$ cat src/rtl/fwd_hazard_scoreboard_if.sv
// Bundle between the ID stage and the forwarding/hazard scoreboard.
//   master : ID-stage side, drives the decoded instruction and flush, observes stall/selects/count
//   slave  : scoreboard side
// Signals:
//   id_valid, id_src[NUM_SRC*REG_AW], id_dst[REG_AW], id_wr, id_is_load, flush  (ID -> scoreboard)
//   stall, ex_fwd_sel[NUM_SRC*SEL_W], stall_count[CNT_W]                        (scoreboard -> ID/EX)
interface fwd_hazard_scoreboard_if #(
  parameter int unsigned REG_AW     = 5,
  parameter int unsigned NUM_SRC    = 2,
  parameter int unsigned FWD_STAGES = 2,
  parameter int unsigned CNT_W      = 16
);
  localparam int unsigned SEL_W = $clog2(FWD_STAGES + 1);

  logic                      id_valid;
  logic [NUM_SRC*REG_AW-1:0] id_src;
  logic [REG_AW-1:0]         id_dst;
  logic                      id_wr;
  logic                      id_is_load;
  logic                      flush;
  logic                      stall;
  logic [NUM_SRC*SEL_W-1:0]  ex_fwd_sel;
  logic [CNT_W-1:0]          stall_count;

  modport master (
    output id_valid, id_src, id_dst, id_wr, id_is_load, flush,
    input  stall, ex_fwd_sel, stall_count
  );

  modport slave (
    input  id_valid, id_src, id_dst, id_wr, id_is_load, flush,
    output stall, ex_fwd_sel, stall_count
  );
endinterface

$ cat src/rtl/fwd_hazard_scoreboard.sv
// Forwarding + load-use hazard unit. Keeps a private shift-register scoreboard of in-flight
// writers (slot 0 = instruction in EX, slot j = j stages older) and produces:
//   bus.stall       combinational load-use stall for IF/ID
//   bus.ex_fwd_sel  registered per-operand select for the EX instruction (0 = regfile, k = stage k)
//   bus.stall_count saturating count of stall cycles since reset
// Ports: clk (rising edge), rst_n (async active-low), bus (fwd_hazard_scoreboard_if.slave).
module fwd_hazard_scoreboard #(
  parameter int unsigned REG_AW     = 5,
  parameter int unsigned NUM_SRC    = 2,
  parameter int unsigned FWD_STAGES = 2,
  parameter int unsigned LOAD_STAGE = 2,
  parameter int unsigned CNT_W      = 16
) (
  input logic                     clk,
  input logic                     rst_n,
  fwd_hazard_scoreboard_if.slave  bus
);
  localparam int unsigned SEL_W = $clog2(FWD_STAGES + 1);

  logic [FWD_STAGES-1:0]    slot_valid_q;
  logic [FWD_STAGES-1:0]    slot_load_q;
  logic [REG_AW-1:0]        slot_dst_q [FWD_STAGES];
  logic [NUM_SRC*SEL_W-1:0] next_sel;
  logic [NUM_SRC*SEL_W-1:0] ex_fwd_sel_q;
  logic [NUM_SRC-1:0]       hazard;
  logic [CNT_W-1:0]         stall_count_q;
  logic                     stall;
  logic                     accept;
  logic                     new_valid;

  // Scan oldest to youngest so the youngest matching slot overwrites any older match.
  always_comb begin
    next_sel = '0;
    hazard   = '0;
    for (int i = 0; i < int'(NUM_SRC); i++) begin
      for (int j = int'(FWD_STAGES) - 1; j >= 0; j--) begin
        if (slot_valid_q[j] && (slot_dst_q[j] == bus.id_src[i*REG_AW +: REG_AW]) &&
            (bus.id_src[i*REG_AW +: REG_AW] != '0)) begin
          next_sel[i*SEL_W +: SEL_W] = SEL_W'(j + 1);
          // Load data only becomes forwardable from LOAD_STAGE onwards.
          hazard[i] = slot_load_q[j] && ((j + 1) < int'(LOAD_STAGE));
        end
      end
    end
  end

  assign stall     = bus.id_valid & ~bus.flush & (|hazard);
  assign accept    = bus.id_valid & ~stall & ~bus.flush;
  assign new_valid = accept & bus.id_wr & (bus.id_dst != '0);

  always_ff @(posedge clk or negedge rst_n) begin
    if (!rst_n) begin
      slot_valid_q  <= '0;
      slot_load_q   <= '0;
      for (int j = 0; j < int'(FWD_STAGES); j++) slot_dst_q[j] <= '0;
      ex_fwd_sel_q  <= '0;
      stall_count_q <= '0;
    end else begin
      for (int j = 1; j < int'(FWD_STAGES); j++) begin
        slot_valid_q[j] <= slot_valid_q[j-1];
        slot_load_q[j]  <= slot_load_q[j-1];
        slot_dst_q[j]   <= slot_dst_q[j-1];
      end
      slot_valid_q[0] <= new_valid;
      slot_load_q[0]  <= bus.id_is_load;
      slot_dst_q[0]   <= bus.id_dst;
      // A stalled or flushed ID slot becomes a bubble in EX: no forwarding.
      ex_fwd_sel_q    <= accept ? next_sel : '0;
      if (stall && (stall_count_q != '1)) stall_count_q <= stall_count_q + CNT_W'(1);
    end
  end

  assign bus.stall       = stall;
  assign bus.ex_fwd_sel  = ex_fwd_sel_q;
  assign bus.stall_count = stall_count_q;
endmodule

$ cat src/flat_wrapper.sv
// flat-port wrapper written by rule: the top's interface ports become plain ports
module fwd_hazard_scoreboard_flat 
#(
  parameter int unsigned REG_AW     = 5,
  parameter int unsigned NUM_SRC    = 2,
  parameter int unsigned FWD_STAGES = 2,
  parameter int unsigned LOAD_STAGE = 2,
  parameter int unsigned CNT_W      = 16
)
  (clk, rst_n, bus_id_valid, bus_id_src, bus_id_dst, bus_id_wr, bus_id_is_load, bus_flush, bus_stall, bus_ex_fwd_sel, bus_stall_count);
  fwd_hazard_scoreboard_if #(.REG_AW(REG_AW), .NUM_SRC(NUM_SRC), .FWD_STAGES(FWD_STAGES), .CNT_W(CNT_W)) bus_i ();
  input logic clk;
  input logic rst_n;
  input wire logic [$bits(bus_i.id_valid)-1:0] bus_id_valid;
  input wire logic [$bits(bus_i.id_src)-1:0] bus_id_src;
  input wire logic [$bits(bus_i.id_dst)-1:0] bus_id_dst;
  input wire logic [$bits(bus_i.id_wr)-1:0] bus_id_wr;
  input wire logic [$bits(bus_i.id_is_load)-1:0] bus_id_is_load;
  input wire logic [$bits(bus_i.flush)-1:0] bus_flush;
  output wire logic [$bits(bus_i.stall)-1:0] bus_stall;
  output wire logic [$bits(bus_i.ex_fwd_sel)-1:0] bus_ex_fwd_sel;
  output wire logic [$bits(bus_i.stall_count)-1:0] bus_stall_count;
  assign bus_i.id_valid = bus_id_valid;
  assign bus_i.id_src = bus_id_src;
  assign bus_i.id_dst = bus_id_dst;
  assign bus_i.id_wr = bus_id_wr;
  assign bus_i.id_is_load = bus_id_is_load;
  assign bus_i.flush = bus_flush;
  assign bus_stall = bus_i.stall;
  assign bus_ex_fwd_sel = bus_i.ex_fwd_sel;
  assign bus_stall_count = bus_i.stall_count;
  fwd_hazard_scoreboard #(.REG_AW(REG_AW), .NUM_SRC(NUM_SRC), .FWD_STAGES(FWD_STAGES), .LOAD_STAGE(LOAD_STAGE), .CNT_W(CNT_W)) u_core (.clk(clk), .rst_n(rst_n), .bus(bus_i));
endmodule
$ cat config.mk
export PLATFORM = sky130hd
export DESIGN_NAME = fwd_hazard_scoreboard_flat
export DESIGN_NICKNAME = d
export VERILOG_FILES = /design/src/rtl/fwd_hazard_scoreboard_if.sv /design/src/rtl/fwd_hazard_scoreboard.sv /design/src/flat_wrapper.sv
export SDC_FILE = /design/constraint.sdc
export NUM_CORES = 1
export LEC_CHECK = 0
export CORE_MARGIN = 2
export CORE_UTILIZATION = 45
export CTS_CLUSTER_DIAMETER = 30
export CTS_CLUSTER_SIZE = 8
export DETAILED_ROUTE_END_ITERATION = 10
export GPL_TIMING_DRIVEN = 0
export PLACE_DENSITY = 0.87
export SETUP_SLACK_MARGIN = 0.05
export SYNTH_ARGS = -nofsm -noshare
export SYNTH_HDL_FRONTEND = slang
export SYNTH_SLANG_ARGS = --single-unit
$ cat constraint.sdc
create_clock -name clk -period 2.2 [get_ports clk]
set_input_delay 0.44 -clock clk [delete_from_list [all_inputs] [get_ports clk]]
set_output_delay 0.44 -clock clk [all_outputs]
set_load 0.05 [all_outputs]
After elaboration in Yosys (flattened, before gate mapping) --
Index checks and enable logic that the tools add are counted.
Storage, ports and cells: bits in read-only memories 0, memory bits (writable) 0, output and inout port bits 21, bits in latches 0, flip-flop bits (word level) 33, word-level logic and storage cells 40, memories kept 0
Operators by class: multiplexer cells 7, div/mod/pow operators 0, reduce and logical (&&, ||, !) cells 13, magnitude comparators 0, $add $sub $neg 1, bitwise gates (word level) 8, eq/ne operators 5, shifts and indexed selects 0, multipliers 0
Operators with widths (count):
- $eq A5 B5 Y1 | 4
- $add A16 B1 Y16 const B | 1
- $ne A16 B16 Y1 const B | 1
- $reduce_bool A5 Y1 | 3
- $logic_and A1 B1 Y1 | 9
- $mux W2 | 4
- $and A1 B1 Y1 | 6
- $mux W4 | 1
- $mux W1 | 2
- $not A1 Y1 | 2
- $reduce_or A2 Y1 | 1

Depth between registers and ports, before layout --
depth after elaboration 11, gate-level depth with buffers 7, mapped depth without buffers 7

Worst setup path after synthesis --
Ideal clock, no wire load.
path type input to output, from input port bus_id_src[7], to output port bus_stall, arrival time 1979 ps, slack -219 ps, stages 7, path through xnor2_1 -> nand4_1 -> nor4_4 -> or2_1 -> buf_6 -> nand2_1 -> nor2_1
On the way: word-level cells in the longest chain between the ends 6
RTL lines:
- from (decl) | line flat_wrapper.sv:15 | input wire logic [$bits(bus_i.id_src)-1:0] bus_id_src;
- $eq A5 B5 Y1 | line fwd_hazard_scoreboard.sv:37 | if (slot_valid_q[j] && (slot_dst_q[j] == bus.id_src[i*REG_AW +: REG_AW]) &&
- $logic_and A1 B1 Y1 | line fwd_hazard_scoreboard.sv:37
- $logic_and A1 B1 Y1 * | line fwd_hazard_scoreboard.sv:37
- $mux W1 * | line fwd_hazard_scoreboard.sv:37
- $reduce_or A2 Y1 * | line fwd_hazard_scoreboard.sv:47 | assign stall = bus.id_valid & ~bus.flush & (|hazard);
- $and A1 B1 Y1 * | line fwd_hazard_scoreboard.sv:47
- to (decl) | line flat_wrapper.sv:20 | output wire logic [$bits(bus_i.stall)-1:0] bus_stall;
Mark *: on every way between the ends. The rest lies on a longest branch, timed or not.

Final worst setup path --
from input port bus_id_src[4], to output port bus_stall
The elaborated chain is that of the path after synthesis.

==> flow_summary.ini <==
[route]
drtIter0Drc = 38
avgRoutedWirePerCell_um = 14.1
drc = 0
vias = 1198
wl_um = 3290
final_antenna_net_count = 0
first_pass_iters = 4
vias_per_cell = 5.14

[global_routing]
grt_max_degree = 34
globalRouteTotalUtil_pct = 17.9
grt_pass1_wl_um = 5580
first_global_vias = 1192
antenna_found_initial = 0
grt-ovfl-total = 0

[yosys]
yosysSeqAreaShare_pct = 51.9
synth.cell_area_sq_um = 1590
synthFlopType = dfrtp_1
synthArstFlopShare_pct = 100
ys_types = 28
avgSynthCellArea_sq_um = 12.0
synth-edff-count = 0
synth_cells = 132
synthesis.nets = 154
ys_seq_elements = 33
ys_warn_count = 0
netlist.area_leader.share_pct = 51.9
yosys-top-cells-area = dfrtp_1 52%, xnor2_1 14%, xor2_1 5.0%
yosysTopAreaCell = dfrtp_1

[clock_network]
root_buffer = clkbuf_4
hold_buffers = 0
max-clock-path-buffers = 2
cts_tree = done
numCtsBuffers = 5
clk_pin_slew_ns = 0.10
htreeDepth = 2
clock-sinks = 33
worstSkewPairLatency_ns = 0.33

[pwr]
total_power_uw = 1100
clkPwrFrac_pct = 31.7
intPower_uw = 829
switching_share_pct = 24.9
power_density_nw_per_um2 = 511
combPwrFrac_pct = 10.8
p_seq_share_pct = 57.5
p_sw_uw = 275
p_leak_uw = 0.000908
vdd_drop_max_v = 0.000373

[layout]
final_common_cell = dfrtp_1
drive_gt1_share_pct = 21.4
antenna_cells = 0
nets = 209
multi_input_area_sq_um = 772
register_area_sq_um = 830
fin_util_pct = 64.2
nFillCells = 278
most-common-layout-cells = 30 x dfrtp_1, 29 x clkdlybuf4s50_1, 24 x xnor2_1
area_growth_pct = 35.9

[timing]
layout_min_cycle_time_ns = 2.38
relSlewSlack_pct = 53.4
setup_viol = 1
skew_ns = 0.00962
max_freq_mhz = 421
rsz0062_at_grt = true
worst_pin_slew_ns = 0.699
hold-worst-slack_ns = 0.142
period_share_pct = 108
setup_ws_ns = -0.178
finalSetupTns_ns = -0.178
maxSlewViolCount = 0
hold_violations = 0

[critical_path]
cp_num_buf_inv = 3
cp.depth = 9
critical-path-top-delay-family = simple AND/OR/NAND/NOR gates
worstPathMaxFanout = 3
start_kind = primary input
end_kind = output port
reg2reg_depth = 6
max_stage_delay_ns = 0.56
worstPathArrival_ns = 1.94
critical_path_class = primary input to output port
required_ns = 1.76
path_cells = clkbuf_2, or4_4, nor2_4, nor4_4, or2_1, buf_6, nand2_4, nor2_4, buf_8
critPathMostFrequentCell = nor2_4
r2r_slack_ns = 0.19
critPathSlowestCell = or4_4

[run_status]
status = complete, but fails checks
violations = negative setup slack

[flow_run]
drv_cap = 0

[die]
die_h_um = 63.4
rows = 21
start_util_pct = 47.3
die_x_um = 63.4
core_area_sq_um = 3360
dieArea_sq_um = 4030
io-pin-count = 42

[place]
hpwl_um = 2450
gp_congestion = 0.903
portBuffers = 41
pre_cts_slack_ns = -1.21

[hold_path]
hold_class = primary input to async pin
[stage by stage]
stage | area, sq um | std cells
final | 2160 | 233
after floorplan | 1600 | 132
after detailed placement | 2060 | 219
after global placement | 2060 | 219
after global routing | 2160 | 233
after CTS | 2150 | 230
[final timing paths]
kind / start / end
hold / removal: rst_n / u_core.bus.stall_count[14]$_DFFE_PN0P_
hold reg to reg: u_core.slot_valid_q[0]$_DFF_PN0_ / u_core.slot_valid_q[1]$_DFF_PN0_
setup / recovery: bus_id_src[4] / bus_stall
max in group asynchronous: rst_n / u_core.slot_dst_q[9]$_DFF_PN0_
min in group clk: u_core.slot_valid_q[0]$_DFF_PN0_ / u_core.slot_valid_q[1]$_DFF_PN0_
setup reg to reg: u_core.bus.stall_count[0]$_DFFE_PN0P_ / u_core.bus.stall_count[1]$_DFFE_PN0P_
[registers in the layout, summed over array words and instances, names as in the netlist]
register / cells
u_core.bus.ex_fwd_sel: 4
u_core.bus.stall_count: 16
u_core.slot_dst_q: 10
u_core.slot_load_q: 1
u_core.slot_valid_q: 2
[routing by layer]
| layer | wire [um] | vias to the layer above | part of all wire [%] | track usage [%] |
|---|---|---|---|---|
| met3 | 156 | 6 | 4.7 | 4.29 |
| met5 | 0 | - | 0 | 0 |
| li1 | - | 578 | - | - |
| met1 | 1470 | 574 | 45 | 24.1 |
| met4 | 46 | 0 | 1.4 | 7.07 |
| met2 | 1620 | 40 | 49 | 28.0 |
[layout make-up]
class / count / share of cell area (%)
sequential: 33 / 38.4
multi-input combinational: 95 / 35.7
timing repair buffer: 48 / 19.6
tap: 46 / 2.66
clock buffer: 7 / 2.55
buffer: 2 / 0.695
inverter: 2 / 0.347
[kinds of logic after synthesis]
logic type,Yosys count,share of synthesized area (%)
AND/OR/NAND/NOR,53,22.7
buffers and inverters,4,1.42
adder cells (fa/ha/maj),1,0.787
multiplexers,1,0.708
XOR/XNOR,35,19.3
AO/OA/AOI/OAI,5,3.23
flip-flops,33,51.9
[power by group through the flow]
stage | combinational (uW) | clock [uW] | sequential [uW]
floorplan | 50.1 | 0 | 648
global placement | 119 | 0 | 645
detailed placement | 123 | 0 | 647
CTS | 120 | 352 | 635
global route | 129 | 386 | 638
finish | 119 | 350 | 635
[what timing repair did]
item	4_1_cts	5_1_grt
setup buffers	4	3
gates cloned	0	0
resized for setup	19	21
pin swaps	7	9
endpoints found under the setup margin	2	1
[synthesized netlist by cell type, drive strengths merged, types with 2 or more instances]
master and instances:
dfrtp 33, or2 2, or4 5, nand3 10
and3 4, nor4 2, nand4 11, nor3b 2
xor2 9, a21oi 2, nor2 7, nand2 3
inv 2, xnor2 26, nor3 3
(Power assumes the default switching activity.)
